<file path="config.mk">
export PLATFORM = sky130hd
export DESIGN_NAME = sevseg_scan_driver
export DESIGN_NICKNAME = d
export VERILOG_FILES = /design/src/rtl/sevseg_pkg.sv /design/src/rtl/hex_to_seg.sv /design/src/rtl/sevseg_scan_driver.sv
export SDC_FILE = /design/constraint.sdc
export NUM_CORES = 1
export LEC_CHECK = 0
export CORE_UTILIZATION = 59
export CTS_CLUSTER_DIAMETER = 50
export CTS_CLUSTER_SIZE = 30
export DETAILED_ROUTE_END_ITERATION = 16
export PLACE_DENSITY_LB_ADDON = 0.1
export SLEW_MARGIN = 20
export SYNTH_ARGS = -nofsm -noshare
export SYNTH_HDL_FRONTEND = slang
export SYNTH_SLANG_ARGS = --single-unit
export TNS_END_PERCENT = 30
</file>
<file path="constraint.sdc">
create_clock -name clk -period 5.5 [get_ports clk]
set_input_delay 1.1 -clock clk [delete_from_list [all_inputs] [get_ports clk]]
set_output_delay 1.1 -clock clk [all_outputs]
set_load 0.05 [all_outputs]
</file>
<file path="src/rtl/sevseg_pkg.sv">
// Shared constants and types for the seven-segment scan driver.
// Latency: n/a (package only).
// Backpressure: n/a (package only).
package sevseg_pkg;

  // All segments dark (segments are active-low, order gfedcba).
  localparam logic [6:0] SEG_OFF = 7'b1111111;

  // Hex glyphs, active-low gfedcba.
  localparam logic [6:0] SEG_HEX_0 = 7'b1000000;
  localparam logic [6:0] SEG_HEX_1 = 7'b1111001;
  localparam logic [6:0] SEG_HEX_2 = 7'b0100100;
  localparam logic [6:0] SEG_HEX_3 = 7'b0110000;
  localparam logic [6:0] SEG_HEX_4 = 7'b0011001;
  localparam logic [6:0] SEG_HEX_5 = 7'b0010010;
  localparam logic [6:0] SEG_HEX_6 = 7'b0000010;
  localparam logic [6:0] SEG_HEX_7 = 7'b1111000;
  localparam logic [6:0] SEG_HEX_8 = 7'b0000000;
  localparam logic [6:0] SEG_HEX_9 = 7'b0010000;
  localparam logic [6:0] SEG_HEX_A = 7'b0001000;
  localparam logic [6:0] SEG_HEX_B = 7'b0000011;
  localparam logic [6:0] SEG_HEX_C = 7'b1000110;
  localparam logic [6:0] SEG_HEX_D = 7'b0100001;
  localparam logic [6:0] SEG_HEX_E = 7'b0000110;
  localparam logic [6:0] SEG_HEX_F = 7'b0001110;

  // Load handshake state: SCAN accepts a word, PENDING waits for the frame boundary.
  typedef enum logic [0:0] {
    SCAN    = 1'b0,
    PENDING = 1'b1
  } state_e;

endpackage

</file>
<file path="src/rtl/hex_to_seg.sv">
// Nibble to active-low gfedcba seven-segment decoder.
// Latency: purely combinational.
// Backpressure: none; output follows input every cycle.
module hex_to_seg
  import sevseg_pkg::*;
(
  input  logic [3:0] nib,
  output logic [6:0] seg
);

  // Full 16-entry lookup; every nibble value has its own glyph.
  always_comb begin
    seg = SEG_OFF;
    case (nib)
      4'h0: seg = SEG_HEX_0;
      4'h1: seg = SEG_HEX_1;
      4'h2: seg = SEG_HEX_2;
      4'h3: seg = SEG_HEX_3;
      4'h4: seg = SEG_HEX_4;
      4'h5: seg = SEG_HEX_5;
      4'h6: seg = SEG_HEX_6;
      4'h7: seg = SEG_HEX_7;
      4'h8: seg = SEG_HEX_8;
      4'h9: seg = SEG_HEX_9;
      4'hA: seg = SEG_HEX_A;
      4'hB: seg = SEG_HEX_B;
      4'hC: seg = SEG_HEX_C;
      4'hD: seg = SEG_HEX_D;
      4'hE: seg = SEG_HEX_E;
      4'hF: seg = SEG_HEX_F;
      default: seg = SEG_OFF;
    endcase
  end

endmodule

</file>
<file path="src/rtl/sevseg_scan_driver.sv">
// Time-multiplexed N-digit common-anode hex display driver; optional leading-zero blanking via SEVSEG_LZB_EN.
// Latency: seg/an registered one cycle after digit_idx; a loaded word is shown from the frame after the next frame boundary.
// Backpressure: load_ready drops after a word is accepted and returns the cycle after the frame-boundary commit.
module sevseg_scan_driver
  import sevseg_pkg::*;
#(
  parameter int NUM_DIGITS = 4,
  parameter int DIV_COUNT  = 100000
) (
  input  logic                    clk,
  input  logic                    rst_n,
  input  logic                    load_valid,
  output logic                    load_ready,
  input  logic [4*NUM_DIGITS-1:0] load_data,
  input  logic [NUM_DIGITS-1:0]   blank_mask,
  output logic [6:0]              seg,
  output logic [NUM_DIGITS-1:0]   an
);

  localparam int CNT_W = (DIV_COUNT > 1) ? $clog2(DIV_COUNT) : 1;
  localparam int IDX_W = (NUM_DIGITS > 1) ? $clog2(NUM_DIGITS) : 1;
  localparam logic [CNT_W-1:0] CNT_LAST = CNT_W'(DIV_COUNT - 1);
  localparam logic [IDX_W-1:0] IDX_LAST = IDX_W'(NUM_DIGITS - 1);

  logic [CNT_W-1:0]        prescaler;
  logic [IDX_W-1:0]        digit_idx;
  logic                    tick;
  logic                    frame_end;
  logic                    fire;
  state_e                  state_q;
  logic [4*NUM_DIGITS-1:0] shadow_q;
  logic [4*NUM_DIGITS-1:0] disp_q;
  logic [3:0]              cur_nib;
  logic [6:0]              dec_seg;
  logic                    dark;

  assign tick      = (prescaler == CNT_LAST);
  assign frame_end = tick && (digit_idx == IDX_LAST);

  // Refresh prescaler: each digit stays lit for DIV_COUNT cycles.
  always_ff @(posedge clk or negedge rst_n) begin
    if (!rst_n) begin
      prescaler <= '0;
    end else if (tick) begin
      prescaler <= '0;
    end else begin
      prescaler <= prescaler + 1'b1;
    end
  end

  // Digit scan index advances on every prescaler wrap.
  always_ff @(posedge clk or negedge rst_n) begin
    if (!rst_n) begin
      digit_idx <= '0;
    end else if (tick) begin
      if (digit_idx == IDX_LAST) begin
        digit_idx <= '0;
      end else begin
        digit_idx <= digit_idx + 1'b1;
      end
    end
  end

  assign load_ready = (state_q == SCAN);
  assign fire       = load_valid && load_ready;

  // Load FSM: capture into shadow, commit only at a frame boundary seen while
  // PENDING, so a word accepted on a frame_end waits for the next one.
  always_ff @(posedge clk or negedge rst_n) begin
    if (!rst_n) begin
      state_q  <= SCAN;
      shadow_q <= '0;
      disp_q   <= '0;
    end else if (state_q == SCAN) begin
      if (fire) begin
        shadow_q <= load_data;
        state_q  <= PENDING;
      end
    end else if (frame_end) begin
      disp_q  <= shadow_q;
      state_q <= SCAN;
    end
  end

  assign cur_nib = disp_q[{digit_idx, 2'b00} +: 4];

  hex_to_seg u_dec (
    .nib (cur_nib),
    .seg (dec_seg)
  );

`ifdef SEVSEG_LZB_EN
  logic [NUM_DIGITS-1:0] lzb_mask;

  // Leading-zero mask from the committed word: a digit goes dark when it and
  // every digit above it are zero; digit 0 always stays visible.
  always_comb begin
    logic zero_run;
    lzb_mask = '0;
    zero_run = 1'b1;
    for (int i = NUM_DIGITS - 1; i >= 1; i--) begin
      zero_run    = zero_run & (disp_q[4*i +: 4] == 4'h0);
      lzb_mask[i] = zero_run;
    end
  end

  assign dark = blank_mask[digit_idx] | lzb_mask[digit_idx];
`else
  assign dark = blank_mask[digit_idx];
`endif

  // Registered pin drivers: one anode low, segments decoded or forced dark.
  always_ff @(posedge clk or negedge rst_n) begin
    if (!rst_n) begin
      seg <= SEG_OFF;
      an  <= '1;
    end else begin
      seg <= dark ? SEG_OFF : dec_seg;
      an  <= ~(NUM_DIGITS'(1) << digit_idx);
    end
  end

endmodule

</file>
======== Yosys cells after proc, flatten, opt, wreduce, memory -nomap -nowiden ========
Memory sizes are Yosys's and may differ from the RTL's.
Cells that the tools add are included.
storage, ports and cells
  output and inout bits ................... 12
  register bits ........................... 63
  memories ................................ 1
  word-level logic and storage cells ...... 29
  bits of input ports ..................... 23
  memory bits (read-only) ................. 112
memory list
  name              depth  bits a word  rd ports  clocked after Yosys merged registers in  wr ports  RTL line          text
  (name not given)  16     7            1         0                                        0         hex_to_seg.sv:14  case (nib)
cells by class
  reduce and logical (&&, ||, !) cells .... 4
  magnitude comparators ................... 1
  shift operators ......................... 2
  eq/ne operators ......................... 2
  mux-type cells .......................... 8
  bitwise logic cells ..................... 2
  add/subtract/negate cells ............... 2
operators with widths
  operator                 count
  $add A17 B1 Y17 const B  1
  $eq A17 B17 Y1 const B   1
  $mux W17                 1
  $shiftx A16 B5 Y4        1
  $mux W7                  1
  $mux W1                  4
  $not A4 Y4               1
  $reduce_and A2 Y1        2
  $shl A1 B2 Y4 const A    1
  $lt A2 B3 Y1 const B     1
  $add A2 B1 Y2 const B    1
  $bmux W1 S2              1
  $eq A2 B2 Y1 const B     1
  $logic_and A1 B1 Y1      2
  $mux W2                  1
  $not A1 Y1               1

======== Depth between registers and ports, before layout ========
Gate-level depths: netlist of run 1.
  depth after elaboration ................. 4
  depth in mapped cells ................... 7
  gate-level depth less buffers ........... 6

======== Cells and area by module ========
From an unflattened synthesis of run 1, not the netlist that was laid out.
second synthesis, totals
  cells, all modules ...................... 222
  area, all modules ....................... 2,916.5 um^2
modules (own cells, without submodules)
  module              area an instance (um^2)  cells each  instances  seq. area each (um^2)
  sevseg_scan_driver  2,641.3                  190         1          1,590.3
  hex_to_seg          275.3                    32          1          0.0

======== Worst setup path after synthesis of run 1 ========
Ideal clock, no wire load.
  path type ............................... input to register
  start ................................... in load_valid
  end ..................................... reg shadow_q[0]
  setup slack ............................. 3.196 ns
  path buffers ............................ 2
  required time ........................... 5.375 ns
  arrival ................................. 2.179 ns
  library setup time ...................... 0.125 ns
  stages on the path ...................... 4
  cells stage by stage .................... nor2b_1 > clkbuf_1 > clkbuf_1 > mux2_2
between the ends
  word-level cells in the longest chain between the ends .. 2
ends and longest elaborated chain
  what                         RTL line                  text
  start: declaration           sevseg_scan_driver.sv:12  input logic load_valid,
  $logic_and A1 B1 Y1          sevseg_scan_driver.sv:65  assign fire = load_valid && load_ready;
  $reduce_and A2 Y1 (no line)  n/a
  end signal: assignment       sevseg_scan_driver.sv:76  shadow_q <= load_data;
  end: declaration             sevseg_scan_driver.sv:31  logic [4*NUM_DIGITS-1:0] shadow_q;
No other way between the ends.
A chain may end at the register's enable or synchronous reset.

======== Worst setup path after layout of run 1 ========
  start ................................... reg prescaler[6]
  end ..................................... reg disp_q[15]
between the ends
  word-level cells in the longest chain between the ends .. 3
ends and longest elaborated chain
  what                         RTL line                  text
  start: declaration           sevseg_scan_driver.sv:25  logic [CNT_W-1:0] prescaler;
  start signal: assignment     sevseg_scan_driver.sv:47  prescaler <= prescaler + 1'b1;
  $eq A17 B17 Y1               sevseg_scan_driver.sv:37  assign tick = (prescaler == CNT_LAST);
  $logic_and A1 B1 Y1          sevseg_scan_driver.sv:38  assign frame_end = tick && (digit_idx == IDX_LAST);
  $reduce_and A2 Y1 (no line)  n/a
  end signal: assignment       sevseg_scan_driver.sv:80  disp_q <= shadow_q;
  end: declaration             sevseg_scan_driver.sv:32  logic [4*NUM_DIGITS-1:0] disp_q;
No other way between the ends.

==> out/summary.md, run 1 <==
- complete, no violations — outcome
- 0.00121 sq mm — area of the multi-input gates
- 3130 um — HPWL Detailed
- register — kind of end point of the critical path
- 1765 — via count of the first global-routing pass
- 63 — Yosys reg bits
- 0 — n_diodes
- 0.00328 sq mm — DP Area
- 4680 um — DRT Wirelength
- prescaler[6] — RR Startpoint
- 21.6% — aggregate global-route resource usage
- prescaler[12] — Hold Startpoint
- 26.6% — fraction of final layout cells with drive strength greater than 1
- 61.4% — initial core utilization
- 0 — ANT nets after route
- 323 MHz — upper clock frequency limit
- 3.09 ns — final worst path period need
- 0 — Final setup viols
- met2 — most utilized layer in the global route result
- dfrtp_1 — most common library cell in the layout ignoring fill and taps
- 1797 — via count
- 13.2 sq um — post-synthesis area per instance
- 72.1 um — Chip Height
- 219 — number of standard cells after synthesis
- 20.3% — Area Growth Syn to Fin
- 25 — number of placement rows
- prescaler[12] — Hold Crit Endpoint
- 0 ns — Total Negative Setup Slacks
- 330 — final cell count without fillers
- 39 — number of distinct library cells after synthesis
- 29.3% — met1 Resource Use GR
- 1 — instance count along the most critical hold path
- dfrtp_1, clkdlybuf4s50_1, mux2_2 — most frequent cells in the layout
- 4 — Reg2Reg Depth
- 34 — count of input and output buffers
- 0 — buffer count from post-CTS setup fixing
- false — unrepaired setup endpoints after global routing
- 63 — CTS Sinks
- 0 — Max-cap violations
- 72.1 um — horizontal die dimension
- 0.33 ns — latest clock arrival within the worst-skew pair
- 253 — Syn Nets
- 952 uW — post-layout power
- disp_q[15] — endpoint of the worst register-to-register path
- 54.8% — sequential share of the synthesized area
- 314 — total placed cells including tap cells
- 0.813 — weighted congestion at the end of routability-driven global placement
- 92 — Iteration-0 DRC Markers
- 3.31 ns — CP arrival
- 32.9% — global-route met2 utilization
- register — CP startpoint kind
- 9 — TritonCTS buffer count
- 5.45 — post-detailed-route via-to-cell ratio
- 4 — number of optimization iterations in the first detailed-route pass
- 0 — final count of pins violating max slew
- 0 — antenna violations before repair
- 0.00520 sq mm — die area
- 64 — largest net degree at the start of global routing
- 17 — worst-path fanout max
- register to register — kind of path behind the tightest hold check
- 0.00349 sq mm — design area
- 3 — CTS H-tree lvls
- 0.00290 sq mm — Cell Area, Synth
- 56.2% — final cycle utilization of the critical path
- 0 — Yosys warnings
- 5.72 ns — WP data required
- 0.0105 ns — worst setup skew after layout
- register to register — category of the critical setup timing path
- 0 — Hold Fails Final Rpt
- built — clock tree from TritonCTS
- 0 — cells resized by post-CTS repair
- 0.000280 V — worst IR drop on VDD
- 0 — overflow left after global routing
- 0.00149 uW — leakage
- 0.00472 sq mm — Placeable Area
- 35 — Top Ports
- clkbuf_8 — cell chosen for the clock root
- 2 — number of buffers on the longest clock path
- 314 — Fill cells
- 8380 um — global-route wire length before repair
- 0 — drt drc
- 0.07 ns — Clock Pin Slew Worst Setup and Hold Paths
- 36.1% — Slew headroom
- 292 — Total Nets Final
- 273 mW/mm^2 — Power Dens Cells
- 0 — cts-stage hold buffer count
- 2.41 ns — slack of the worst reg-to-reg path
- 0.958 ns — worst slew pin tran
- 14.2 um — per-cell routed wire length
- 0.00159 sq mm — Sequential Area
- 5.00% — met3 Track Usage GR
worst max path at each step:
stage | from | end | slack, ns | cells after the start
detailed placement | prescaler[6] | disp_q[2] | 2.42 | 4
global route | prescaler[6] | disp_q[0] | 2.22 | 4
floorplan | load_valid | shadow_q[0] | 3.20 | 4
finish | prescaler[6] | disp_q[15] | 2.41 | 4
CTS | prescaler[6] | disp_q[0] | 2.39 | 4
global placement | prescaler[6] | disp_q[15] | 2.48 | 4
cells in the mapped netlist, drive strengths merged:
| master | number | share of area [%] |
|---|---|---|
| nand2b | 2 | 0.43 |
| inv | 12 | 1.6 |
| a211oi | 2 | 0.52 |
| buf | 3 | 1.3 |
| nor2 | 10 | 1.3 |
| nand2 | 7 | 0.91 |
| o221ai | 4 | 1.2 |
| nand4 | 6 | 1.3 |
| o211ai | 1 | 0.26 |
| and4 | 1 | 0.30 |
| or3 | 2 | 0.43 |
| nand4b | 1 | 0.30 |
| clkbuf | 5 | 0.65 |
| mux4 | 4 | 3.1 |
| xor2 | 3 | 0.91 |
| nor3 | 3 | 0.52 |
| mux2i | 3 | 1.0 |
| xnor2 | 10 | 3.0 |
| nand3 | 9 | 1.6 |
| ha | 11 | 4.7 |
| o41ai | 1 | 0.30 |
| and3b | 1 | 0.30 |
| or4b | 2 | 0.82 |
| o22ai | 1 | 0.22 |
| nor2b | 4 | 0.86 |
| nor4 | 1 | 0.73 |
| dfrtp | 52 | 45 |
| or2 | 1 | 0.22 |
| and3 | 2 | 0.43 |
| dfstp | 11 | 10 |
| mux2 | 33 | 14 |
| a21oi | 4 | 0.69 |
| or3b | 1 | 0.30 |
| o21ai | 6 | 1.0 |
worst max-delay path: stages (launching register included):
cell and delay (ns):
dfrtp_1 0.45, or4b_4 0.55, nor4_4 0.66, and3_1 0.90, mux2_2 0.41
cells by family (layout without fill, tap and decap cells):
| group | after synthesis | in the layout | share of synthesized area [%] |
|---|---|---|---|
| multiplexers | 40 | 40 | 18.1 |
| AO/OA/AOI/OAI | 19 | 19 | 4.23 |
| adder cells (fa/ha/maj) | 11 | 11 | 4.75 |
| AND/OR/NAND/NOR | 53 | 53 | 10.7 |
| XOR/XNOR | 13 | 13 | 3.93 |
| buffers and inverters | 20 | 64 | 3.45 |
| flip-flops | 63 | 63 | 54.8 |
cell type report:
cell class / count / area share, %
Inverter: 12 / 1.29
Clock buffer: 13 / 4.84
Timing Repair Buffer: 36 / 10.0
Sequential cell: 63 / 45.6
Multi-Input combinational cell: 136 / 34.7
Tap cell: 67 / 2.40
Clock inverter: 3 / 1.15
where the power goes:
part	leakage (uW)	internal [uW]	total, uW	switching, uW
clock network	0.000109	245	410	165
registers	0.000797	481	489	8.04
logic	0.000586	28.7	52.4	23.7
total	0.00149	755	952	197
metrics by stage:
stage          hold WS (ns)  worst slack [ns]  util, %
2_1_floorplan         0.456              3.20        -
3_3_place_gp          0.485              2.48     69.4
3_5_place_dp          0.477              2.42     69.4
4_1_cts               0.489              2.39     73.9
5_1_grt               0.509              2.22     73.9
6_report              0.486              2.41     73.9
flip-flops by register name (all words and copies together), names as in the netlist:
register and cells:
an 4, digit_idx 2, disp_q 16, prescaler 17, seg 7, shadow_q 16
state_q 1
per-layer routing:
metal	vias to the layer above	wire length, um
met5	-	0
met4	0	108
met3	10	173
met2	53	2200
met1	880	2200
li1	854	-
Power figures use the tool's default switching activity.
==> inputs of run 2 (changes only) <==
--- a/config.mk
+++ b/config.mk
@@ -5,7 +5,7 @@
 export SDC_FILE = /design/constraint.sdc
 export NUM_CORES = 1
 export LEC_CHECK = 0
-export CORE_UTILIZATION = 59
+export CORE_UTILIZATION = 50
 export CTS_CLUSTER_DIAMETER = 50
 export CTS_CLUSTER_SIZE = 30
 export DETAILED_ROUTE_END_ITERATION = 16
==> constraint.sdc (replaced) <==
create_clock -name clk -period 2.5 [get_ports clk]
set_input_delay 0.5 -clock clk [delete_from_list [all_inputs] [get_ports clk]]
set_output_delay 0.5 -clock clk [all_outputs]
set_load 0.05 [all_outputs]
==> run 2 against run 1 <==
Compared with the run above: critical path depth rose by 1; sequential share of layout area shrank 0.69 points; non-clock buffer count grew 4; clock power rose by 130%; global-route usage fell by 2.7 points; largest cell class unchanged; count of clock-buffer cells in the layout is 1 lower; flip-flop and latch count did not move.
==> out/summary.md, run 2 (synthesized netlist as in run 1, its figures left out) <==
- 9 — TritonCTS buffer count, unchanged
- disp_q[15] — endpoint of the worst register-to-register path
- 296 — Total Nets Final, +1.4%
- 63 — CTS Sinks, unchanged
- 2.17 ns — final worst path period need, -0.927 ns
- input port to asynchronous set/reset pin — kind of path behind the tightest hold check
- 73 — Iteration-0 DRC Markers, -21%
- 0 — overflow left after global routing, unchanged
- 3320 um — HPWL Detailed, +5.9%
- 18.9% — aggregate global-route resource usage, -2.7 points
- 1710 uW — internal power of the cells, +130%
- 0.00554 sq mm — Placeable Area, +17%
- 50.2% — register share of total power, -1.2 points
- 0 — cts-stage hold buffer count, unchanged
- 3 — CTS H-tree lvls, unchanged
- prescaler x17, disp_q x16, shadow_q x16 — leading registers by flop count
- 0.807 — weighted congestion at the end of routability-driven global placement, -0.85%
- 0 ns — Total Negative Setup Slacks, unchanged
- register — kind of end point of the critical path
- 8750 um — global-route wire length before repair, +4.4%
- register to register — category of the critical setup timing path
- 1788 — via count of the first global-routing pass, +1.3%
- 0 — drt drc, unchanged
- 0 — cells resized by post-CTS repair, unchanged
- 14.3 um — per-cell routed wire length, +0.75%
- 0 — antenna violations before repair, unchanged
- 0 — ANT nets after route, unchanged
- 323 — total placed cells including tap cells, +2.9%
- 605 mW/mm^2 — Power Dens Cells, +120%
- 27 — number of placement rows, +8.0%
- 2 — number of buffers on the longest clock path, unchanged
- 4850 um — DRT Wirelength, +3.5%
- prescaler — register containing the most flip-flops in the final layout
- 0.00611 sq mm — die area, +17%
- prescaler[6] — RR Startpoint
- 35 — Top Ports, unchanged
- 78.2 um — Chip Height, +8.4%
- false — unrepaired setup endpoints after global routing
- dfrtp_1 — most common library cell in the layout ignoring fill and taps
- dfrtp_1, clkdlybuf4s50_1, mux2_2 — most frequent cells in the layout
- 86.7% — final cycle utilization of the critical path, +30 points
- 78.2 um — horizontal die dimension, +8.4%
- 38 — largest net degree at the start of global routing, -41%
- 0.33 ns — slack of the worst reg-to-reg path, -2.07 ns
- 44.3% — proportion of power drawn by the clock network, +1.2 points
- 0.00399 ns — worst setup skew after layout, -0.00655 ns
- 2.38 ns — CP arrival, -0.93 ns
- 0.00152 uW — leakage, +1.5%
- 0.00333 sq mm — DP Area, +1.5%
- 17 — worst-path fanout max, unchanged
- register — CP startpoint kind
- 34 — count of input and output buffers, unchanged
- 462 MHz — upper clock frequency limit, +43%
- 27.0% — fraction of final layout cells with drive strength greater than 1, +0.35 points
- 1799 — via count, +0.11%
- 0 — Final setup viols, unchanged
- 2.71 ns — WP data required, -3.01 ns
- 4 — number of optimization iterations in the first detailed-route pass, unchanged
- built — clock tree from TritonCTS
- 67.1% — Slew headroom, +31 points
- 22.1% — Area Growth Syn to Fin
- 0 — buffer count from post-CTS setup fixing, unchanged
- 0 — Hold Fails Final Rpt, unchanged
- complete, no violations — outcome
- 63.9% — share of the core filled with cells, -9.9 points
- 0.00354 sq mm — design area, +1.5%
- 0.00159 sq mm — Sequential Area, unchanged
- 5.31 — post-detailed-route via-to-cell ratio, -2.5%
- 0.33 ns — latest clock arrival within the worst-skew pair, about the same
- 0 — Max-cap violations, unchanged
- 20.3% — switching share of total power, -0.43 points
- 0.00121 sq mm — area of the multi-input gates, unchanged
- 0.06 ns — Clock Pin Slew Worst Setup and Hold Paths, about the same
- clkbuf_8 — cell chosen for the clock root
- 339 — final cell count without fillers, +2.7%
- 0.490 ns — worst slew pin tran, -0.468 ns
- 0.000403 V — worst IR drop on VDD, +44%
- 0 — n_diodes, unchanged
- 445 — Fill cells, +42%
- 434 uW — Switch Pwr, +120%
- 17 — max FFs per register, unchanged
- 5.5% — proportion of power drawn by combinational gates, about the same
- 5 — Reg2Reg Depth, +1
- 52.3% — initial core utilization, -9.1 points
- 0 — final count of pins violating max slew, unchanged
[run 2: per-stage QoR]
step	power [uW]	hold WS, ns	worst slack [ns]
global route	2230	0.182	0.249
CTS	2180	0.165	0.323
global placement	1210	0.488	0.358
detailed placement	1220	0.493	0.333
finish	2140	0.169	0.333
floorplan	1140	0.204	0.329
[run 2: worst max path at each step]
stage / startpoint / to
2_1_floorplan: prescaler[6] / disp_q[10]
3_3_place_gp: prescaler[6] / disp_q[15]
3_5_place_dp: prescaler[6] / disp_q[3]
4_1_cts: an[3] / an[3]
5_1_grt: prescaler[6] / disp_q[5]
6_report: prescaler[6] / disp_q[15]
[run 2: metal layers]
layer	GRT usage (%)	vias up	wire, um
met4	7.78	0	63
met5	0	-	0
met2	27.9	52	2300
li1	-	862	-
met3	6.63	7	256
met1	25.3	878	2230
[run 2: power groups by stage]
stage               Sequential (uW)  Combinational, uW  Clock [uW]
finish                         1080                117         949
global route                   1080                129        1030
CTS                            1080                120         981
detailed placement             1100                120           0
global placement               1090                117           0
floorplan                      1110               32.3           0
[run 2: critical path, cell delays in order, from the launching register on]
cell and delay (ns):
dfrtp_1 0.44, or4b_4 0.54, nor4_4 0.31, and3_1 0.24, buf_12 0.18, mux2_2 0.34
[run 2: layout make-up]
type	instances	share of cell area [%]
Sequential cell	63	44.9
Multi-Input combinational cell	136	34.2
Timing Repair Buffer	40	11.1
Clock buffer	12	4.10
Tap cell	72	2.54
Clock inverter	4	1.94
Inverter	12	1.27
==> inputs of run 3 (changes only) <==
==> constraint.sdc (replaced) <==
create_clock -name clk -period 2.5 [get_ports clk]
set_input_delay 0.5 -clock clk [delete_from_list [all_inputs] [get_ports clk]]
set_output_delay 0.5 -clock clk [all_outputs]
set_load 0.1 [all_outputs]
==> run 3 against run 2 <==
Compared with the run above: global-route usage decreased by 0.64 points; utilization decreased by 0.54 points; non-clock buffer count decreased by 1; first-iteration DRC count rose by 42%; hold slack lost 0.0039 ns; critical endpoint is now disp_q[4]; count of clock-buffer cells in the layout is 1 higher; clock skew is 0.0046 ns higher; combinational power grew 16%.
==> out/summary.md, run 3 (synthesized netlist as in run 1, its figures left out) <==
- complete, no violations — outcome
- 14.4 um — per-cell routed wire length, +1.0%
- prescaler x17, disp_q x16, shadow_q x16 — leading registers by flop count
- 0.00855 ns — worst setup skew after layout, +0.00456 ns
- 607 mW/mm^2 — Power Dens Cells, +0.47%
- 2.71 ns — WP data required, about the same
- 0 — Final setup viols, unchanged
- 1785 — via count, -0.78%
- 4 — number of optimization iterations in the first detailed-route pass, unchanged
- 27 — number of placement rows, unchanged
- 32.0% — fraction of final layout cells with drive strength greater than 1, +5.0 points
- 0.56 ns — max incr delay on CP, +0.02 ns
- 18.2% — aggregate global-route resource usage, -0.64 points
- 0 — buffer count from post-CTS setup fixing, unchanged
- 34 — count of input and output buffers, unchanged
- 0 ns — Total Negative Setup Slacks, unchanged
- input port to asynchronous set/reset pin — kind of path behind the tightest hold check
- register — CP startpoint kind
- 0 — overflow left after global routing, unchanged
- 0 — drt drc, unchanged
- 0 — final count of pins violating max slew, unchanged
- 17 — worst-path fanout max, unchanged
- prescaler — register containing the most flip-flops in the final layout
- 0 — Max-cap violations, unchanged
- 63 — CTS Sinks, unchanged
- 64 — largest net degree at the start of global routing, +68%
- 4880 um — DRT Wirelength, +0.74%
- 338 — final cell count without fillers, -0.29%
- 2 — number of buffers on the longest clock path, unchanged
- 0 — n_diodes, unchanged
- false — unrepaired setup endpoints after global routing
- 0.33 ns — latest clock arrival within the worst-skew pair, about the same
- 9 — TritonCTS buffer count, unchanged
- 465 — Fill cells, +4.5%
- 3310 um — HPWL Detailed, about the same
- 322 — total placed cells including tap cells, -0.31%
- 0 — Hold Fails Final Rpt, unchanged
- 0 — antenna violations before repair, unchanged
- 70.1% — Slew headroom, +3.0 points
- 87.3% — final cycle utilization of the critical path, +0.64 points
- 2.40 ns — CP arrival, +0.02 ns
- 0 — cts-stage hold buffer count, unchanged
- 21.1% — Area Growth Syn to Fin
- 78.2 um — Chip Height, unchanged
- 8340 um — global-route wire length before repair, -4.7%
- 1735 — via count of the first global-routing pass, -3.0%
- register to register — category of the critical setup timing path
- 1 — buffer and inverter count on the worst path, unchanged
- dfrtp_1 — most common library cell in the layout ignoring fill and taps
- 0.446 ns — worst slew pin tran, -0.0441 ns
- 0.784 — weighted congestion at the end of routability-driven global placement, -2.8%
- 0 — ANT nets after route, unchanged
- 3 — CTS H-tree lvls, unchanged
- 2.18 ns — final worst path period need, +0.0160 ns
- register — kind of end point of the critical path
- 458 MHz — upper clock frequency limit, -0.73%
- or4b_4 — cell with the biggest individual delay on the critical path
- 17 — max FFs per register, unchanged
- 0.00152 uW — leakage, +0.63%
- 295 — Total Nets Final, -0.34%
- 78.2 um — horizontal die dimension, unchanged
- simple AND/OR/NAND/NOR gates — Top Family by Delay on Critical Path
- 0 — cells resized by post-CTS repair, unchanged
- or4b_4, nor4_4, and3_1, buf_12, mux2_2 — worst-path cell chain
- 0.07 ns — Clock Pin Slew Worst Setup and Hold Paths, about the same
- built — clock tree from TritonCTS
- 0.000303 V — worst IR drop on VDD, -25%
- 104 — Iteration-0 DRC Markers, +42%
- dfrtp_1, mux2_2, clkdlybuf4s50_1 — most frequent cells in the layout
- 0.00554 sq mm — Placeable Area, unchanged
- 35 — Top Ports, unchanged
- 0.00611 sq mm — die area, unchanged
- 52.3% — initial core utilization, unchanged
- 5.28 — post-detailed-route via-to-cell ratio, -0.48%
- clkbuf_8 — cell chosen for the clock root
run 3: per-layer routing:
metal  part of all wire [%]  track usage [%]
met1                     49             23.9
met5                      0                0
met3                    4.1             4.07
met2                     45             27.6
met4                    2.0             11.1
run 3: path summary, 6_finish.rpt:
path	startpoint	to	slack (ns)	cells past startpoint
max in group asynchronous	rst_n	seg[1]	2.02	2
worst max register to register	prescaler[6]	disp_q[4]	0.32	5
min in group clk	prescaler[12]	prescaler[12]	0.49	1
worst min register to register	prescaler[12]	prescaler[12]	0.49	1
worst min-delay path	rst_n	prescaler[14]	0.16	2
worst max-delay path	prescaler[6]	disp_q[4]	0.32	5
run 3: area by class of cell:
type / count / area [sq um] / area share (%)
inverters: 12 / 45.0 / 1.28
flip-flops and latches: 63 / 1590 / 45.3
multi-input cells: 136 / 1210 / 34.4
clock inverters: 3 / 40.0 / 1.14
repair buffers: 39 / 368 / 10.5
well taps: 72 / 90.1 / 2.57
clock buffers: 13 / 169 / 4.81
run 3: per-stage QoR:
stage | power (uW) | cell area (sq um) | worst slack [ns] | utilization (%) | hold slack, ns
after global routing | 2210 | 3510 | 0.236 | 63.4 | 0.186
after global placement | 1230 | 3300 | 0.357 | 59.6 | 0.488
final | 2130 | 3510 | 0.317 | 63.4 | 0.165
after CTS | 2160 | 3510 | 0.301 | 63.4 | 0.174
after floorplan | 1160 | 2900 | 0.329 | - | 0.204
after detailed placement | 1230 | 3300 | 0.325 | 59.6 | 0.486
run 3: where the power goes:
part	switching, uW	internal, uW	total, uW
Sequential	17.0	1060	1080
Combinational	72.3	63.6	136
Clock	382	540	922
